===== src/rtl/nes_pkg.sv =====
// Shared definitions for the iNES cartridge loader.
//   ines_state_t   : loader FSM states
//   INES_MAGIC     : "NES<EOF>" signature, byte 0 in the least significant byte
//   INES_*_BYTES   : default NROM-128 image geometry
//   ERR_*          : err_code values reported by the loader
//   state_flags()  : status outputs that go with each state
package nes_pkg;

  typedef enum logic [2:0] {
    ST_IDLE,
    ST_HEADER,
    ST_PRG,
    ST_CHR,
    ST_DONE,
    ST_ERROR
  } ines_state_t;

  localparam int unsigned INES_HDR_BYTES = 16;
  localparam int unsigned INES_PRG_BYTES = 16384;
  localparam int unsigned INES_CHR_BYTES = 8192;

  // Width of the file-offset counter; the largest image is 0x6010 bytes.
  localparam int unsigned CNT_W = 15;

  localparam logic [31:0] INES_MAGIC = 32'h1A53454E;

  localparam logic [1:0] ERR_NONE        = 2'd0;
  localparam logic [1:0] ERR_BAD_MAGIC   = 2'd1;
  localparam logic [1:0] ERR_UNSUPPORTED = 2'd2;

  typedef struct packed {
    logic in_ready;
    logic busy;
    logic done;
    logic err;
  } ines_flags_t;

  function automatic logic [7:0] magic_byte(input logic [1:0] idx);
    return INES_MAGIC[8*idx +: 8];
  endfunction

  function automatic ines_flags_t state_flags(input ines_state_t s);
    ines_flags_t f;
    f = '0;
    case (s)
      ST_HEADER, ST_PRG, ST_CHR: begin
        f.in_ready = 1'b1;
        f.busy     = 1'b1;
      end
      ST_DONE:  f.done = 1'b1;
      ST_ERROR: f.err  = 1'b1;
      default:  ;
    endcase
    return f;
  endfunction

endpackage


===== src/rtl/ines_header_check.sv =====
// Combinational validation of one iNES header byte.
//   index     : file offset of the byte being accepted
//   data      : the byte itself
//   mapper_lo : upper nibble of header byte 6, captured earlier (needed at byte 7)
//   ok        : byte is acceptable
//   code      : err_code to report when ok is low
module ines_header_check
  import nes_pkg::*;
(
  input  logic [CNT_W-1:0] index,
  input  logic [7:0]       data,
  input  logic [3:0]       mapper_lo,
  output logic             ok,
  output logic [1:0]       code
);

  always_comb begin
    ok   = 1'b1;
    code = ERR_NONE;
    case (index)
      15'd0, 15'd1, 15'd2, 15'd3: begin
        if (data != magic_byte(index[1:0])) begin
          ok   = 1'b0;
          code = ERR_BAD_MAGIC;
        end
      end
      // One 16 KiB PRG bank and one 8 KiB CHR bank only.
      15'd4, 15'd5: begin
        if (data != 8'h01) begin
          ok   = 1'b0;
          code = ERR_UNSUPPORTED;
        end
      end
      // Trainer present would shift every later offset.
      15'd6: begin
        if (data[2]) begin
          ok   = 1'b0;
          code = ERR_UNSUPPORTED;
        end
      end
      // Full mapper number is only known once byte 7 arrives.
      15'd7: begin
        if ({data[7:4], mapper_lo} != 8'h00) begin
          ok   = 1'b0;
          code = ERR_UNSUPPORTED;
        end
      end
      default: ;
    endcase
  end

endmodule


===== src/rtl/ines_loader.sv =====
// iNES (NROM-128) image loader: streams a host file into cartridge ROM.
//   cpu_clk, rst        : clock, asynchronous active-high reset
//   start               : one-cycle pulse, begins a load from IDLE/DONE/ERROR
//   in_valid/in_data    : host byte stream in file order; in_ready accepts
//   prog/prog_ab/prog_di: one-cycle ROM write per accepted byte, address =
//                         file offset, issued one cycle after acceptance
//   busy/done/err       : load status levels
//   err_code            : 0 none, 1 bad magic, 2 unsupported format
module ines_loader
  import nes_pkg::*;
#(
  parameter int unsigned HDR_BYTES = INES_HDR_BYTES,
  parameter int unsigned PRG_BYTES = INES_PRG_BYTES,
  parameter int unsigned CHR_BYTES = INES_CHR_BYTES
) (
  input  logic        cpu_clk,
  input  logic        rst,
  input  logic        start,
  input  logic        in_valid,
  input  logic [7:0]  in_data,
  output logic        in_ready,
  output logic        prog,
  output logic [15:0] prog_ab,
  output logic [7:0]  prog_di,
  output logic        busy,
  output logic        done,
  output logic        err,
  output logic [1:0]  err_code
);

  localparam logic [CNT_W-1:0] HDR_LAST = CNT_W'(HDR_BYTES - 1);
  localparam logic [CNT_W-1:0] PRG_LAST = CNT_W'(HDR_BYTES + PRG_BYTES - 1);
  localparam logic [CNT_W-1:0] CHR_LAST = CNT_W'(HDR_BYTES + PRG_BYTES + CHR_BYTES - 1);

  ines_state_t      state;
  ines_state_t      state_nxt;
  ines_flags_t      flags_nxt;
  logic [CNT_W-1:0] cnt;
  logic [3:0]       mapper_lo;
  logic             accept;
  logic             restart;
  logic             hdr_ok;
  logic [1:0]       hdr_code;

  // in_ready is registered and only high in the loading states, so a byte
  // offered alongside a start pulse in IDLE is never taken.
  assign accept  = in_valid & in_ready;
  assign restart = start & ((state == ST_IDLE) | (state == ST_DONE) | (state == ST_ERROR));

  ines_header_check u_hdr (
    .index     (cnt),
    .data      (in_data),
    .mapper_lo (mapper_lo),
    .ok        (hdr_ok),
    .code      (hdr_code)
  );

  always_comb begin
    state_nxt = state;
    case (state)
      ST_IDLE, ST_DONE, ST_ERROR: begin
        if (start) state_nxt = ST_HEADER;
      end
      ST_HEADER: begin
        if (accept) begin
          if (!hdr_ok)               state_nxt = ST_ERROR;
          else if (cnt == HDR_LAST)  state_nxt = ST_PRG;
        end
      end
      ST_PRG: begin
        if (accept && (cnt == PRG_LAST)) state_nxt = ST_CHR;
      end
      ST_CHR: begin
        if (accept && (cnt == CHR_LAST)) state_nxt = ST_DONE;
      end
      default: state_nxt = ST_IDLE;
    endcase
  end

  // Status outputs are registered from the next state so they line up with it.
  assign flags_nxt = state_flags(state_nxt);

  always_ff @(posedge cpu_clk or posedge rst) begin
    if (rst) begin
      state     <= ST_IDLE;
      cnt       <= '0;
      mapper_lo <= '0;
      in_ready  <= 1'b0;
      busy      <= 1'b0;
      done      <= 1'b0;
      err       <= 1'b0;
      err_code  <= ERR_NONE;
      prog      <= 1'b0;
      prog_ab   <= '0;
      prog_di   <= '0;
    end else begin
      state                       <= state_nxt;
      {in_ready, busy, done, err} <= flags_nxt;

      // The offending header byte is still written; later bytes are not,
      // because in_ready drops together with the move to ERROR.
      prog <= accept;
      if (accept) begin
        prog_ab <= {{(16 - CNT_W){1'b0}}, cnt};
        prog_di <= in_data;
      end

      if (restart) begin
        cnt <= '0;
      end else if (accept) begin
        cnt <= cnt + 1'b1;
      end

      if ((state == ST_HEADER) && accept && (cnt == 15'd6)) begin
        mapper_lo <= in_data[7:4];
      end

      if (restart) begin
        err_code <= ERR_NONE;
      end else if ((state == ST_HEADER) && accept && !hdr_ok) begin
        err_code <= hdr_code;
      end
    end
  end

endmodule


===== config.mk =====
export PLATFORM = sky130hd
export DESIGN_NAME = ines_loader
export DESIGN_NICKNAME = d
export VERILOG_FILES = /design/src/rtl/nes_pkg.sv /design/src/rtl/ines_header_check.sv /design/src/rtl/ines_loader.sv
export SDC_FILE = /design/constraint.sdc
export NUM_CORES = 1
export LEC_CHECK = 0
export BUFFER_PORTS_ARGS = -buffer_cell sky130_fd_sc_hd__buf_2
export CAP_MARGIN = 20
export CORE_MARGIN = 8
export CORE_UTILIZATION = 60
export CTS_BUF_LIST = sky130_fd_sc_hd__clkbuf_16
export DETAILED_ROUTE_END_ITERATION = 10
export PLACE_DENSITY = 0.85
export SLEW_MARGIN = 40
export SYNTH_ARGS = -nofsm -noshare
export SYNTH_HDL_FRONTEND = slang
export SYNTH_HIERARCHICAL = 1
export SYNTH_SLANG_ARGS = --single-unit

===== constraint.sdc =====
create_clock -name cpu_clk -period 5.4 [get_ports cpu_clk]
set_clock_uncertainty 0.2 [all_clocks]
set_input_delay 0.27 -clock cpu_clk [delete_from_list [all_inputs] [get_ports cpu_clk]]
set_output_delay 0.27 -clock cpu_clk [all_outputs]
set_load 0.01 [all_outputs]

==> flow_summary.yaml, run 1 <==
final_layout:
  num_antenna_cells: 0
  syn_to_final_growth_pct: 16.9
  drive_above_1_share_pct: 28.8
  design_area_mm2: 0.00292
  layout.cells.non_filler: 328
  num-nets-final: 295
clocking:
  cts_made_buffers: 5
  clkTransAtPathRegs_ns: 0.06
  post_cts_buffers: 0
  htreeDepth: 2
  cts_tree: "yes"
  clock-sinks: 51
  cts-root-buf: "clkbuf_16"
  clk_path_buf_depth: 2
  clk_latency_ns: 0.29
floorplan:
  core_mm2: 0.00400
  std_cell_rows: 23
  die_w_um: 80.5
  start_util_pct: 62.4
  fp.dieH_um: 80.5
  dieArea_mm2: 0.00648
  pin_count: 43
route:
  vias: 1900
  drc: 0
  first_pass_iters: 4
  drt.antenna.violating_nets: 0
  wirelength_um: 5430
  wire_per_inst_um: 16.6
  dr.first_iter.drc_count: 155
  vias_per_cell: 5.79
timing:
  post-route-period-util_pct: 48.5
  drv_slew: 0
  setup_viol: 0
  relSlewSlack_pct: 58.8
  max_freq_mhz: 382
  final_hold_viol_count: 0
  rsz0062_at_grt: "no"
  fin_crit_ns: 2.62
  fin_tns_setup_ns: 0
  tightest_slew_ns: 0.617
synth:
  synth.distinct_cells: 43
  synth.area.top_cells: "dfrtp_1 (51%), mux2_2 (9.5%), xnor2_1 (4.9%)"
  ys_warn_count: 6
  synth_nets: 252
  async_flop_share_pct: 100
  yosysSeqAreaShare_pct: 51.2
  synth_largest_area_cell: "dfrtp_1"
  synth.ff_latch_count: 51
  synthCells: 234
  netlist_area_mm2: 0.00249
  synth-edff-count: 0
  netlist.area_leader.share_pct: 51.2
  syn_avg_cell_area_um2: 10.7
  synth_flop_cell: "dfrtp_1"
power:
  ir_worst_vdd_v: 0.000327
  power_density_mw_per_mm2: 426
  clkPwrFrac_pct: 27.9
  swShare_pct: 32.8
  p_comb_share_pct: 31.5
  power_frac_seq_pct: 40.6
  p_int_uw: 836
  p_leak_nw: 1.40
  total_switching_power_uw: 407
grt:
  grt_pass1_wl_um: 9000
  groute.usage.overall_pct: 17.7
  grt_overflow_total: 0
  grt_pass1_vias: 1894
  antenna_found_initial: 0
  grt_max_degree: 52
worst_hold_path:
  hold_class: "in -> reg"
  min-delay-start: "in_data[0]"
setup_path:
  critPathLaunch: "cnt[1]"
  critPathSlowestCell: "dfrtp_1"
  cp.required_ns: 5.43
  crit_fanout: 10
  crit_chain: "inv_1 -> ha_1 -> xnor2_1 -> nor4_1 -> a31oi_1 -> o21ai_2 -> nor4b_1 -> o31ai_1 -> o31a_1"
  cpPeakStageDelay_ns: 0.51
  start_kind: "register"
  timing_worst_setup_path_type: "reg -> reg"
  critPathTopFamily: "compound AO/OA/AOI/OAI gates"
  r2r-start: "cnt[1]"
  cp-end-kind: "register"
  critPathBufInv: 1
  cp.arrival_ns: 2.65
placement:
  placed_cell_area_mm2: 0.00274
  io_buffer_count: 41
  hpwl_um: 3780
  place.gp.congestion: 0.843
  placedCellCount: 319
run_status:
  outcome: "completed"
run:
  drv_cap: 0
-- final timing paths --
| kind | end | slack, ns | depth (start not counted) |
|---|---|---|---|
| worst min register to register | prog_ab[8] | 0.28 | 2 |
| worst min-delay path | prog_di[0] | 0.06 | 2 |
| max in group asynchronous | cnt[7] | 4.17 | 3 |
| worst max register to register | busy | 2.78 | 9 |
| worst max-delay path | busy | 2.78 | 9 |
| min in group asynchronous | done | 0.42 | 3 |
-- cell usage in the layout (no fill, tap or decap), types with 2 or more instances in the layout --
cell and count:
nand2b_1 2, nor3b_1 4, nor3_1 9, and2_1 2, o22ai_1 2, nor4_1 7, mux2_2 21, nor2b_1 2
nand3_1 7, mux2i_1 3, or4_4 2, nand3b_1 3, xnor2_1 14, clkbuf_16 5, or4_1 3, nand2_1 18
buf_2 41, inv_1 13, a21oi_1 3, dfrtp_1 51, ha_1 6, nor2_1 24, o21ai_0 9
-- cell usage after synthesis (3+ instances only) --
library cell and count:
inv_1 14, ha_1 6, mux2_2 21, o21ai_0 9, nor3b_1 4, or4_1 3, xnor2_1 14, nor2_1 24
nand3_1 7, mux2i_1 3, dfrtp_1 51, nor3_1 9, nand3b_1 3, a21oi_1 3, nand2_1 19, nor4_1 7
clkbuf_1 5
-- flip-flops by register name, summed over array words and instances (netlist names) --
name and cells:
busy 1, cnt 15, done 1, err 1, err_code 2, mapper_lo 4
prog 1, prog_ab 15, prog_di 8, state 3
-- power groups by stage --
stage | clock (mW) | combinational (mW) | sequential [mW]
6_report | 0.347 | 0.391 | 0.505
5_1_grt | 0.368 | 0.429 | 0.516
4_1_cts | 0.355 | 0.389 | 0.506
3_5_place_dp | 0 | 0.382 | 0.512
3_3_place_gp | 0 | 0.372 | 0.506
2_1_floorplan | 0 | 0.243 | 0.529
-- routing by layer --
metal,up-vias,GRT usage (%),part of all wire [%]
li1,894,-,-
met1,918,21.9,43
met2,80,28.4,47
met3,8,5.13,8.2
met4,0,6.91,1.3
met5,-,0,0
-- metrics by stage --
step / worst slack (ns) / utilization, % / power, mW / hold slack (ns)
6_report: 2.78 / 72.9 / 1.24 / 0.0579
5_1_grt: 2.56 / 72.9 / 1.31 / 0.0822
4_1_cts: 2.81 / 72.8 / 1.25 / 0.0552
3_5_place_dp: 2.87 / 68.5 / 0.894 / 0.197
3_3_place_gp: 2.99 / 68.4 / 0.878 / 0.260
2_1_floorplan: 3.15 / - / 0.772 / 0.220
-- worst register-to-register path, cell delays in order, from the launching register on --
cell     delay (ns)
dfrtp_1        0.51
inv_1          0.14
ha_1           0.26
xnor2_1        0.15
nor4_1         0.18
a31oi_1        0.16
o21ai_2        0.22
nor4b_1        0.10
o31ai_1        0.43
o31a_1         0.21
-- layout make-up --
type | instances | area [µm²]
multi-input combinational | 161 | 1130
sequential | 51 | 1280
tap | 50 | 62.6
timing repair buffer | 43 | 223
clock inverter | 3 | 38.8
inverter | 15 | 58.8
clock buffer | 5 | 125
fill | 286 | 1080
-- kinds of logic (layout without fill, tap and decap cells) --
kind of cell | Yosys count | count (layout) | share of synthesized area (%)
muxes | 24 | 24 | 10.7
buffers and inverters | 22 | 66 | 3.61
xor gates and xnor gates | 15 | 15 | 5.27
DFF | 51 | 51 | 51.2
adders and majority gates | 6 | 6 | 3.01
AOI/OAI and AO/OA | 24 | 24 | 6.87
and+or+nand+nor | 91 | 91 | 19.3
other | 1 | 1 | 0.150
-- what timing repair did --
| action | 4_1_cts | 5_1_grt |
|---|---|---|
| gates resized for setup | 0 | 0 |
| hold buffers | 1 | 0 |
| hold endpoints to repair | 51 | 0 |
Note: power is estimated with default switching activity, not from simulation.
==> inputs of run 2 (changes only) <==
--- a/config.mk
+++ b/config.mk
@@ -8,10 +8,10 @@
 export BUFFER_PORTS_ARGS = -buffer_cell sky130_fd_sc_hd__buf_2
 export CAP_MARGIN = 20
 export CORE_MARGIN = 8
-export CORE_UTILIZATION = 60
+export CORE_UTILIZATION = 50
 export CTS_BUF_LIST = sky130_fd_sc_hd__clkbuf_16
 export DETAILED_ROUTE_END_ITERATION = 10
-export PLACE_DENSITY = 0.85
+export PLACE_DENSITY = 0.75
 export SLEW_MARGIN = 40
 export SYNTH_ARGS = -nofsm -noshare
 export SYNTH_HDL_FRONTEND = slang
==> constraint.sdc (replaced) <==
create_clock -name cpu_clk -period 2.4 [get_ports cpu_clk]
set_clock_uncertainty 0.2 [all_clocks]
set_input_delay 0.12 -clock cpu_clk [delete_from_list [all_inputs] [get_ports cpu_clk]]
set_output_delay 0.12 -clock cpu_clk [all_outputs]
set_load 0.01 [all_outputs]
==> flow_summary.yaml, run 2 (synthesis results as in run 1) <==
run_status:
  outcome: "completed"
worst_hold_path:
  hold_class: "in -> reg"
  holdPathStages: 5
  min-delay-start: "start"
timing:
  relSlewSlack_pct: 59.2
  post-route-period-util_pct: 99.2
  rsz0062_at_grt: "yes"
  final_hold_viol_count: 0
  setup_viol: 0
  fin_tns_setup_ns: 0
  max_freq_mhz: 420
  drv_slew: 0
  tightest_slew_ns: 0.606
  fin_crit_ns: 2.38
clocking:
  clk_path_buf_depth: 2
  htreeDepth: 2
  cts_made_buffers: 5
  clkTransAtPathRegs_ns: 0.06
  cts-root-buf: "clkbuf_16"
  clk_latency_ns: 0.29
  cts_tree: "yes"
  clock-sinks: 51
route:
  drt.antenna.violating_nets: 0
  vias: 1939
  dr_wl_met3_um: 325
  wirelength_um: 5440
  highest_layer: "met4"
  met1_length_um: 2450
  wire_per_inst_um: 15.1
  first_pass_iters: 5
  dr.first_iter.drc_count: 117
  wl_met2_um: 2590
  drc: 0
  vias_per_cell: 5.39
setup_path:
  crit_fanout: 6
  critPathTopFamily: "compound AO/OA/AOI/OAI gates"
  critPathSlowestCell: "dfrtp_2"
  cp-end-kind: "register"
  cpPeakStageDelay_ns: 0.41
  cp.required_ns: 2.42
  timing_worst_setup_path_type: "reg -> reg"
  r2r-start: "cnt[1]"
  worst-path-stages: 10
  start_kind: "register"
  critPathBufInv: 2
  worstRegToRegCells: 10
  cp.arrival_ns: 2.40
  critPathLaunch: "cnt[1]"
  crit_chain: "inv_2 -> ha_4 -> xnor2_2 -> nor4_2 -> a31oi_1 -> o21ai_2 -> nor4b_2 -> o31ai_1 -> buf_4 -> o31a_1"
power:
  power_density_mw_per_mm2: 891
  ir_worst_vdd_v: 0.000520
  p_leak_nw: 1.48
final_layout:
  final_common_cell: "dfrtp_1"
  final_cell_mix: "dfrtp_1 (49), buf_2 (39), nor2_1 (24)"
  top_regs: "cnt x15, prog_ab x15, prog_di x8"
  num_antenna_cells: 0
  num-nets-final: 312
  num-fill-cells: 398
  syn_to_final_growth_pct: 24.9
  layout.cells.non_filler: 360
  drive_above_1_share_pct: 32.8
placement:
  hpwl_um: 3980
  place.gp.congestion: 0.870
  placedCellCount: 346
  io_buffer_count: 41
floorplan:
  die_w_um: 86.6
  fp.dieH_um: 86.6
  core_mm2: 0.00475
  dieArea_mm2: 0.00751
  pin_count: 43
  start_util_pct: 52.5
  std_cell_rows: 25
grt:
  antenna_found_initial: 0
  grt_max_degree: 28
  grt_overflow_total: 0
  grt_pass1_wl_um: 9030
  groute.usage.overall_pct: 15.1
  grt_pass1_vias: 1921
run:
  drv_cap: 0
run 2: changes by cell type in the layout (fill, tap and decap cells not counted), moves of 2 or more:
| cell | delta |
|---|---|
| buf_2 | -2 |
| buf_4 | +10 |
| dfrtp_1 | -2 |
| dfrtp_2 | +2 |
| dlygate4sd3_1 | +7 |
| ha_1 | -2 |
| inv_2 | +2 |
run 2: timing repair:
action	4_1_cts	5_1_grt
endpoints found under the setup margin	0	6
endpoints found under the hold margin	38	0
gates resized for setup	0	13
setup buffers	0	1
hold buffers	9	0
run 2: final timing paths:
check                             endpoint  slack [ns]
worst max-delay path                  busy        0.02
worst min-delay path              state[2]        0.05
worst max register to register        busy        0.02
worst min register to register  prog_ab[6]        0.27
max in group asynchronous           cnt[0]        1.21
min in group asynchronous       prog_di[5]        0.24
run 2: worst min-delay path, delay by kind of cell:
| family | cells | cell delay [ns] |
|---|---|---|
| AO/OA/AOI/OAI | 2 | 0.13 |
| buffers and inverters | 3 | 0.25 |
run 2: per-stage QoR:
step	setup WS [ns]	cell area (µm²)	total power, mW	hold WS (ns)	utilization, %
after detailed placement	0.0417	2850	2.06	0.0142	59.8
after floorplan	0.146	2490	1.74	0.0705	-
after global routing	-0.0524	3120	2.94	0.0922	65.6
after global placement	0.104	2850	2.04	0.00855	59.8
final	0.0194	3120	2.78	0.0532	65.6
after CTS	0.00489	3060	2.73	0.0482	64.4
run 2: routing by layer:
layer	global-route usage, %	vias up
met2	23.8	51
met5	0	-
met4	5.63	0
li1	-	930
met1	18.8	948
met3	4.63	10
run 2: area by class of cell:
cell class | instances | area, µm² | share of cell area [%]
sequential | 51 | 1280 | 41.0
tap | 67 | 83.8 | 2.69
multi-input combinational | 161 | 1180 | 37.8
timing repair buffer | 60 | 390 | 12.5
inverter | 15 | 56.3 | 1.81
clock inverter | 1 | 3.75 | 0.120
clock buffer | 5 | 125 | 4.01
run 2: report_power, final:
| group | leakage, nW | switching, mW | total [mW] | internal (mW) |
|---|---|---|---|---|
| Clock | 0.0669 | 0.282 | 0.652 | 0.371 |
| Combinational | 0.731 | 0.540 | 0.998 | 0.458 |
| Sequential | 0.680 | 0.108 | 1.13 | 1.02 |
==> inputs of run 3 (changes only) <==
--- a/config.mk
+++ b/config.mk
@@ -15,5 +15,4 @@
 export SLEW_MARGIN = 40
 export SYNTH_ARGS = -nofsm -noshare
 export SYNTH_HDL_FRONTEND = slang
-export SYNTH_HIERARCHICAL = 1
 export SYNTH_SLANG_ARGS = --single-unit
==> flow_summary.yaml, run 3 <==
floorplan:
  pin_count: 43
  dieArea_mm2: 0.00753
  die_w_um: 86.8
  start_util_pct: 52.4
  core_mm2: 0.00479
  std_cell_rows: 25
  fp.dieH_um: 86.8
final_layout:
  final_cell_mix: "nand2_1 (73), dfrtp_1 (49), buf_2 (41)"
  regArea_mm2: 0.00128
  num-fill-cells: 389
  num-nets-final: 353
  final_common_cell: "nand2_1"
  top_regs: "cnt x15, prog_ab x15, prog_di x8"
  num_antenna_cells: 0
  utilization_pct: 66.8
  drive_above_1_share_pct: 25.7
  multi_input_area_mm2: 0.00116
  syn_to_final_growth_pct: 27.7
clocking:
  htreeDepth: 2
  cts_made_buffers: 5
  cts_tree: "yes"
  clkTransAtPathRegs_ns: 0.07
  post_cts_buffers: 0
  clock-sinks: 51
  cts-root-buf: "clkbuf_16"
  clk_latency_ns: 0.29
  clk_path_buf_depth: 2
timing:
  setup_viol: 0
  post-route-period-util_pct: 99.5
  tightest_slew_ns: 0.571
  drv_slew: 0
  fin_tns_setup_ns: 0
  fin_crit_ns: 2.39
  layout_setup_ws_ns: 0.0114
  relSlewSlack_pct: 61.6
  max_freq_mhz: 419
  final_hold_viol_count: 0
power:
  ir_worst_vdd_v: 0.000448
  total_switching_power_uw: 991
  finalPower_mw: 2.95
  p_comb_share_pct: 33.2
  p_leak_nw: 1.65
  power_frac_seq_pct: 39.7
  clkPwrFrac_pct: 27.1
  swShare_pct: 33.6
  p_int_mw: 1.96
  power_density_mw_per_mm2: 921
setup_path:
  cp-end-kind: "register"
  cp.required_ns: 2.41
  cp.arrival_ns: 2.40
  timing_worst_setup_path_type: "reg -> reg"
  crit_fanout: 3
  start_kind: "register"
synth:
  synth_nets: 285
  synth.most_common_cell: "nand2_1"
  synth-edff-count: 0
  yosysSeqAreaShare_pct: 50.9
  synth.area.top_cells: "dfrtp_1 (51%), nand2_1 (11%), xnor2_1 (3.5%)"
  ys_warn_count: 0
  async_flop_share_pct: 100
  synth.distinct_cells: 44
  netlist.area_leader.share_pct: 50.9
  netlist_area_mm2: 0.00251
  synth_commonest_cells: "nand2_1 (73), dfrtp_1 (51), nor2_1 (23)"
  syn_avg_cell_area_um2: 9.32
  synth_largest_area_cell: "dfrtp_1"
  synth_flop_cell: "dfrtp_1"
  synth.ff_latch_count: 51
  synthCells: 269
grt:
  grt_max_degree: 28
  globalRouteMet2Util_pct: 28.9
  busiest_layer: "met2"
  grtUsageMet3_pct: 4.16
  gr-usage-met1_pct: 20.7
  grt_overflow_total: 0
  groute.usage.overall_pct: 17.0
  antenna_found_initial: 0
  grt_pass1_vias: 2154
  grt_pass1_wl_um: 10300
route:
  drc: 0
  vias: 2151
  vias_per_cell: 5.31
  wirelength_um: 6090
  drt.antenna.violating_nets: 0
  first_pass_iters: 4
  dr.first_iter.drc_count: 100
  wire_per_inst_um: 15.0
placement:
  io_buffer_count: 41
  place.gp.congestion: 0.874
  dpl_worst_slack_ns: -0.0371
  hpwl_um: 4480
run:
  drv_cap: 0
run_status:
  outcome: "completed"
worst_hold_path:
  hold_class: "in -> reg"
run 3: cell count changes after synthesis, sizes merged, moves of 3 or more:
cell	change
nand2	+54
or2	+3
xnor2	-4
and3	+3
xor2	+4
nand3b	-3
mux2	-17
inv	-7
o22ai	-3
clkbuf	+3
run 3: worst max-delay path, cell delays in order (launching register included):
cell	delay [ns]
dfrtp_1	0.38
or4_4	0.55
or4b_4	0.55
buf_4	0.16
a211oi_1	0.25
nand4_1	0.12
o21ai_1	0.10
run 3: cell type report:
type | instances | area share (%)
inverter | 8 | 0.939
clock buffer | 5 | 3.91
sequential | 51 | 40.0
timing repair buffer | 72 | 14.8
tap | 67 | 2.62
multi-input combinational | 199 | 36.3
clock inverter | 3 | 1.45
run 3: power groups by stage:
| stage | clock [mW] | sequential (mW) | combinational (mW) |
|---|---|---|---|
| final | 0.800 | 1.17 | 0.979 |
| after global routing | 0.851 | 1.19 | 1.09 |
| after CTS | 0.815 | 1.17 | 0.976 |
| after detailed placement | 0 | 1.18 | 0.955 |
| after global placement | 0 | 1.17 | 0.937 |
| after floorplan | 0 | 1.22 | 0.568 |
run 3: metal layers:
| metal | up-vias | routed length (µm) |
|---|---|---|
| met4 | 0 | 70 |
| li1 | 1043 | - |
| met5 | - | 0 |
| met1 | 1043 | 2680 |
| met2 | 59 | 3010 |
| met3 | 6 | 329 |
run 3: worst paths after layout:
path | endpoint | startpoint | slack (ns) | cells past startpoint
setup reg to reg | err_code[1] | cnt[5] | 0.01 | 6
hold reg to reg | prog_ab[9] | prog_ab[9] | 0.28 | 2
hold / removal | done | start | 0.04 | 3
min in group asynchronous | prog_di[5] | rst | 0.23 | 3
max in group asynchronous | cnt[13] | rst | 1.23 | 4
setup / recovery | err_code[1] | cnt[5] | 0.01 | 6
run 3: metrics by stage:
step                      cells  area, µm²  hold slack (ns)
final                       405       3200           0.0409
after global routing        405       3200           0.0677
after CTS                   405       3180           0.0370
after detailed placement    388       2920          0.00666
after global placement      388       2920         -0.00571
after floorplan             269       2510           0.0254
run 3: kinds of logic (layout without fill, tap and decap cells):
family	after synthesis	in the layout	synth area share [%]
XOR/XNOR	15	15	5.24
AO/OA/AOI/OAI	28	28	7.49
adder cells (fa/ha/maj)	4	4	2.00
multiplexers	6	6	3.20
AND/OR/NAND/NOR	145	145	27.6
buffers and inverters	19	88	3.44
other	1	1	0.150
flip-flops	51	51	50.9
run 3: timing repair:
action	4_1_cts	5_1_grt
resized for setup	1	6
hold endpoints to repair	36	0
setup endpoints to repair	4	10
pin swaps	0	2
hold buffers	9	0
